===== config.mk =====
export PLATFORM = sky130hd
export DESIGN_NAME = pipe_skid_stage
export DESIGN_NICKNAME = d
export VERILOG_FILES = /design/src/rtl/pipe_pkg.sv /design/src/rtl/pipe_sat_counter.sv /design/src/rtl/pipe_skid_stage.sv
export SDC_FILE = /design/constraint.sdc
export NUM_CORES = 1
export LEC_CHECK = 0
export CAP_MARGIN = 20
export CORE_MARGIN = 2
export CORE_UTILIZATION = 55
export CTS_CLUSTER_DIAMETER = 30
export DETAILED_ROUTE_END_ITERATION = 10
export GPL_TIMING_DRIVEN = 0
export HOLD_SLACK_MARGIN = 0.1
export PLACE_DENSITY = 0.81
export SYNTH_ARGS = -nofsm -noshare
export SYNTH_HDL_FRONTEND = slang
export SYNTH_SLANG_ARGS = --single-unit

===== constraint.sdc =====
create_clock -name clk -period 17.2 [get_ports clk]
set_input_delay 5.16 -clock clk [delete_from_list [all_inputs] [get_ports clk]]
set_output_delay 5.16 -clock clk [all_outputs]
set_load 0.03 [all_outputs]

===== src/rtl/pipe_pkg.sv =====
// pipe_pkg: types and constants shared by the pipeline boundary stages
// (IF/OF, OF/EX, EX/MEM).
//   PIPE_PC_W / PIPE_INSTR_W : default payload widths for the stage instances
//   PIPE_NOP_INSTR           : bubble encoding driven when a stage holds nothing
//   PIPE_STAT_W              : width of the optional stall/flush statistics counters
//   pipe_state_e             : occupancy of a skid stage (EMPTY / ONE / FULL)
package pipe_pkg;

  localparam int unsigned PIPE_PC_W    = 32;
  localparam int unsigned PIPE_INSTR_W = 32;
  localparam int unsigned PIPE_STAT_W  = 16;

  localparam logic [31:0] PIPE_NOP_INSTR = 32'h6800_0000;

  // EMPTY: no entry; ONE: main entry valid; FULL: main and skid valid
  typedef enum logic [1:0] {
    EMPTY = 2'd0,
    ONE   = 2'd1,
    FULL  = 2'd2
  } pipe_state_e;

endpackage


===== src/rtl/pipe_sat_counter.sv =====
// pipe_sat_counter: free-running event counter that sticks at all-ones.
// Ports:
//   clk    in  clock, rising edge
//   rst    in  asynchronous, active-high reset; clears the count
//   inc_i  in  count one event this cycle
//   cnt_o  out current count (registered), saturates at 2**W-1
module pipe_sat_counter #(
  parameter int unsigned W = 16
) (
  input  logic         clk,
  input  logic         rst,
  input  logic         inc_i,
  output logic [W-1:0] cnt_o
);

  logic [W-1:0] cnt_q;
  logic [W-1:0] cnt_d;

  // Increment unless already at the ceiling
  always_comb begin
    cnt_d = cnt_q;
    if (inc_i && (cnt_q != {W{1'b1}})) begin
      cnt_d = cnt_q + W'(1);
    end
  end

  always_ff @(posedge clk or posedge rst) begin
    if (rst) begin
      cnt_q <= '0;
    end else begin
      cnt_q <= cnt_d;
    end
  end

  assign cnt_o = cnt_q;

endmodule


===== src/rtl/pipe_skid_stage.sv =====
// pipe_skid_stage: pipeline boundary register carrying {pc, instr} with a
// valid/ready handshake and a 2-entry skid buffer so in_ready can be a flop
// while still sustaining one transfer per cycle.
// Ports:
//   clk, rst           clock (rising edge); asynchronous active-high reset
//   flush_i            drop every held entry and any same-cycle upstream offer
//   in_valid/in_ready  upstream handshake; in_ready is registered
//   in_pc/in_instr     upstream payload
//   out_valid/out_ready downstream handshake; out_ready low stalls the stage
//   out_pc/out_instr   main entry; out_instr is the NOP bubble when empty
// Optional build macro PIPE_SKID_STATS_EN adds:
//   stall_cnt          cycles with out_valid & !out_ready (saturating)
//   flush_cnt          cycles with flush_i asserted (saturating)
module pipe_skid_stage
  import pipe_pkg::*;
#(
  parameter int unsigned             PC_W      = PIPE_PC_W,
  parameter int unsigned             INSTR_W   = PIPE_INSTR_W,
  parameter logic [INSTR_W-1:0]      NOP_INSTR = INSTR_W'(PIPE_NOP_INSTR),
  parameter logic [PC_W-1:0]         RESET_PC  = '0
) (
  input  logic               clk,
  input  logic               rst,
  input  logic               flush_i,
  input  logic               in_valid,
  output logic               in_ready,
  input  logic [PC_W-1:0]    in_pc,
  input  logic [INSTR_W-1:0] in_instr,
  output logic               out_valid,
  input  logic               out_ready,
  output logic [PC_W-1:0]    out_pc,
  output logic [INSTR_W-1:0] out_instr
`ifdef PIPE_SKID_STATS_EN
  ,
  output logic [PIPE_STAT_W-1:0] stall_cnt,
  output logic [PIPE_STAT_W-1:0] flush_cnt
`endif
);

  pipe_state_e        state_q,      state_d;
  logic [PC_W-1:0]    main_pc_q,    main_pc_d;
  logic [INSTR_W-1:0] main_instr_q, main_instr_d;
  logic [PC_W-1:0]    skid_pc_q,    skid_pc_d;
  logic [INSTR_W-1:0] skid_instr_q, skid_instr_d;
  logic               out_valid_q,  out_valid_d;
  logic               in_ready_q,   in_ready_d;
  logic [INSTR_W-1:0] out_instr_q,  out_instr_d;

  // Next-state and storage update; flush overrides every transition
  always_comb begin
    state_d      = state_q;
    main_pc_d    = main_pc_q;
    main_instr_d = main_instr_q;
    skid_pc_d    = skid_pc_q;
    skid_instr_d = skid_instr_q;

    unique case (state_q)
      EMPTY: begin
        if (in_valid) begin
          main_pc_d    = in_pc;
          main_instr_d = in_instr;
          state_d      = ONE;
        end
      end
      ONE: begin
        if (in_valid && out_ready) begin
          main_pc_d    = in_pc;
          main_instr_d = in_instr;
        end else if (in_valid) begin
          // Downstream stalled: park the new entry behind main
          skid_pc_d    = in_pc;
          skid_instr_d = in_instr;
          state_d      = FULL;
        end else if (out_ready) begin
          state_d = EMPTY;
        end
      end
      FULL: begin
        // in_ready is low here, so nothing is taken from upstream
        if (out_ready) begin
          main_pc_d    = skid_pc_q;
          main_instr_d = skid_instr_q;
          state_d      = ONE;
        end
      end
      default: state_d = EMPTY;
    endcase

    // Main keeps its last contents so out_pc stays stable across a flush
    if (flush_i) begin
      state_d      = EMPTY;
      main_pc_d    = main_pc_q;
      main_instr_d = main_instr_q;
      skid_pc_d    = '0;
      skid_instr_d = '0;
    end
  end

  // Registered handshake/output values derived from the next state only
  always_comb begin
    out_valid_d = (state_d != EMPTY);
    in_ready_d  = (state_d != FULL);
    out_instr_d = (state_d == EMPTY) ? NOP_INSTR : main_instr_d;
  end

  always_ff @(posedge clk or posedge rst) begin
    if (rst) begin
      state_q      <= EMPTY;
      main_pc_q    <= RESET_PC;
      main_instr_q <= NOP_INSTR;
      skid_pc_q    <= '0;
      skid_instr_q <= '0;
      out_valid_q  <= 1'b0;
      in_ready_q   <= 1'b1;
      out_instr_q  <= NOP_INSTR;
    end else begin
      state_q      <= state_d;
      main_pc_q    <= main_pc_d;
      main_instr_q <= main_instr_d;
      skid_pc_q    <= skid_pc_d;
      skid_instr_q <= skid_instr_d;
      out_valid_q  <= out_valid_d;
      in_ready_q   <= in_ready_d;
      out_instr_q  <= out_instr_d;
    end
  end

  assign in_ready  = in_ready_q;
  assign out_valid = out_valid_q;
  assign out_pc    = main_pc_q;
  assign out_instr = out_instr_q;

`ifdef PIPE_SKID_STATS_EN
  logic stall_inc;
  assign stall_inc = out_valid_q & ~out_ready;

  pipe_sat_counter #(.W(PIPE_STAT_W)) u_stall_cnt (
    .clk   (clk),
    .rst   (rst),
    .inc_i (stall_inc),
    .cnt_o (stall_cnt)
  );

  pipe_sat_counter #(.W(PIPE_STAT_W)) u_flush_cnt (
    .clk   (clk),
    .rst   (rst),
    .inc_i (flush_i),
    .cnt_o (flush_cnt)
  );
`endif

endmodule

==> qor.yml <==
worst_setup_path:
  critPathArrivalTime_ns: 7.27
  worst_r2r_endpoint: "skid_instr_q[31]"
  crit_type: "in2reg"
  startpoint_type: "input pin"
  cp-end-kind: "flop"
  r2r-start: "state_q[1]"
  critPathLaunch: "flush_i"
  r2r_cells: 4
  crit_fanout: 10
  ff2ff_setup_slack_ns: 15.23
  cp_cell_sequence: "clkdlybuf4s50_1 -> buf_2 -> nor3_2 -> buf_2 -> a22o_1"
  worst-path-stages: 5
  cp_top_family: "buffers and inverters"
  worst-path-buf-inv: 3
  crit_top_cell: "buf_2"
  critPathSlowestCell: "nor3_2"
  cp.required_ns: 17.57
  max_stage_delay_ns: 0.69
routing:
  drc: 0
  vias_per_cell: 6.305
  wl_per_cell_um: 20.13
  drt_iter0_drc: 457
  firstDrtPassIters: 6
  num_vias: 5511
  ant_nets: 0
  drt_wl_total_um: 17600
synthesis:
  synth-seq-area-share_pct: 60.89
  ys.flop_type: "dfrtp_1"
  syn_inst: 562
  syn_avg_cell_area_um2: 12.02
  synthDistinctLibCells: 27
  synth_area_um2: 6754
  yosys_warnings: 0
  syn_nets: 631
  synth_edf_count: 0
  synth-seq-cells: 164
  async_reset_ff_share_pct: 100.0
timing:
  fin_worst_skew_ns: 0.008249
  drv_slew: 0
  clock.fmax_ghz: 0.1450
  fin_crit_ns: 6.896
  period_share_pct: 40.09
  worst_slack_ns: 10.30
  fin_tns_setup_ns: 0
  rsz0062_at_grt: "false"
  finalSetupViolCount: 0
  worst_pin_slew_ns: 0.8077
  whs_ns: 0.4827
  slew_headroom_pct: 45.86
  hold_viol: 0
place:
  place.gp.congestion: 0.8176
  placed_cells: 844
  portBuffers: 134
  post-dp-hpwl_um: 11770
  post-place-ws_ns: 9.881
  post_dp_cell_area_um2: 8312
worst_hold_path:
  hp-class: "reg2reg"
  whs_endpoint: "main_instr_q[8]"
  hold_path_startpoint: "main_instr_q[8]"
  hold_path_depth: 2
cts:
  postCtsSetupBuffers: 0
  cts_tree: "built"
  cts-root-buf: "clkbuf_16"
  cts.clk_slew.worst_paths_ns: 0.06
  cts.sinks: 164
  cts_max_level: 4
  ctsHoldBuffers: 0
  cts_buffer_depth: 2
  clock_latency_ns: 0.43
  cts_resized: 0
  cts_made_buffers: 17
layout:
  final_util_pct: 73.74
  final_cells: 874
  nNetsFinal: 785
  area_growth_pct: 31.14
  finalInstanceArea_um2: 8857
  n_antenna_cell: 0
  drive_gt1_share_pct: 10.87
  fillers: 861
floorplan:
  die_w_um: 114.8
  die_area_um2: 13180
  ios: 135
  coreArea_um2: 12010
  start_util_pct: 56.23
  num_rows: 40
  dieHeight_um: 114.8
flow_run:
  drv_cap: 0
power:
  power-per-cell-area_nw_per_um2: 111.3
  p_leak_nw: 4.146
  total_power_uw: 986.1
  peakVddDrop_v: 0.00008363
grt:
  antenna_found_initial: 0
  grt_use_total_pct: 27.98
  overflow: 0
  grt_pass1_vias: 5597
  grt_pass1_wl_um: 28320
  grt_max_degree: 91
run_status:
  status: "finished, final reports clean"
-- per-layer routing --
metal	vias up	routed length [um]	global-route usage, %
met5	-	0	0
met4	0	320	11.00
met3	28	1193	6.220
met1	2793	7278	37.16
met2	253	8804	45.48
li1	2437	-	-
-- cell usage after synthesis, types with 7 or more instances --
cell / count / area [um2]
dfrtp_1: 157 / 3929
a22o_1: 64 / 560.5
o21ai_0: 63 / 315.3
buf_2: 35 / 175.2
o21ai_1: 34 / 170.2
mux2i_1: 33 / 330.3
a22oi_1: 32 / 240.2
a32o_1: 32 / 320.3
a21oi_1: 31 / 155.2
nand2_1: 29 / 108.9
clkbuf_1: 15 / 56.30
dfstp_2: 7 / 183.9
-- where the power goes --
group	leakage, nW	total, mW	switching (mW)	internal (mW)
combinational	1.72	0.189	0.113	0.0752
sequential	2.15	0.441	0.0151	0.425
clock	0.273	0.357	0.145	0.212
total	4.15	0.986	0.274	0.712
-- flip-flops by register name, indices dropped and copies added (netlist names) --
name,count
state_q,2
skid_instr_q,32
out_instr,32
skid_pc_q,32
in_ready,1
main_instr_q,32
out_valid,1
out_pc,32
-- worst max path at each step --
| stage | endpoint | slack, ns |
|---|---|---|
| final | skid_instr_q[31] | 10.30 |
| after global routing | skid_instr_q[31] | 10.22 |
| after CTS | skid_instr_q[31] | 10.32 |
| after detailed placement | skid_instr_q[31] | 9.88 |
| after global placement | out_instr[25] | 5.75 |
| after floorplan | main_instr_q[0] | 7.62 |
-- cell usage in the layout, fill, tap and decap left out --
master / netlist / routed
or2_1: 1 / 1
inv_2: 1 / 1
clkbuf_8: 0 / 4
clkinv_2: 0 / 4
a32o_1: 32 / 32
inv_6: 0 / 1
dfrtp_1: 157 / 157
nor2b_1: 3 / 3
a22o_1: 64 / 64
a22oi_4: 1 / 1
buf_16: 0 / 1
clkbuf_16: 0 / 17
o21ai_0: 63 / 63
o21bai_1: 1 / 1
nand2_1: 29 / 29
a21o_1: 1 / 1
nor2_1: 1 / 1
buf_2: 35 / 35
inv_1: 6 / 5
buf_4: 3 / 3
dfstp_2: 7 / 7
clkdlybuf4s50_1: 0 / 134
bufinv_16: 0 / 1
o211ai_1: 3 / 3
mux2i_1: 33 / 33
or3_1: 1 / 1
a21oi_2: 1 / 1
o21ai_1: 34 / 34
a22oi_1: 32 / 32
nand2b_1: 4 / 4
clkbuf_1: 15 / 19
a211oi_2: 1 / 1
a21oi_1: 31 / 31
nor3_2: 2 / 2
-- layout make-up --
cell class                      count  area [um2]  share of cell area [%]
Buffer                             53       254.0                   2.868
Inverter                            7       31.28                  0.3532
Clock buffer                       25       495.5                   5.594
Sequential cell                   164        4113                   46.43
Clock inverter                      5       50.05                  0.5651
Tap cell                          147       183.9                   2.077
Timing Repair Buffer              135        1369                   15.45
Multi-Input combinational cell    338        2361                   26.66
-- tightest hold or removal path, cell delays in order, from the launching register on --
cell,delay [ns]
dfrtp_1,0.32
o21ai_1,0.07
nand2_1,0.06
-- cells by family (layout without fill, tap and decap cells) --
| family | Yosys count | in the layout | synth area share (%) |
|---|---|---|---|
| AOI/OAI and AO/OA | 264 | 264 | 27.27 |
| DFF | 164 | 164 | 60.89 |
| buffers and inverters | 60 | 225 | 4.150 |
| and+or+nand+nor | 41 | 41 | 2.797 |
| muxes | 33 | 33 | 4.891 |
No activity file was read; power rests on OpenSTA's default activity.
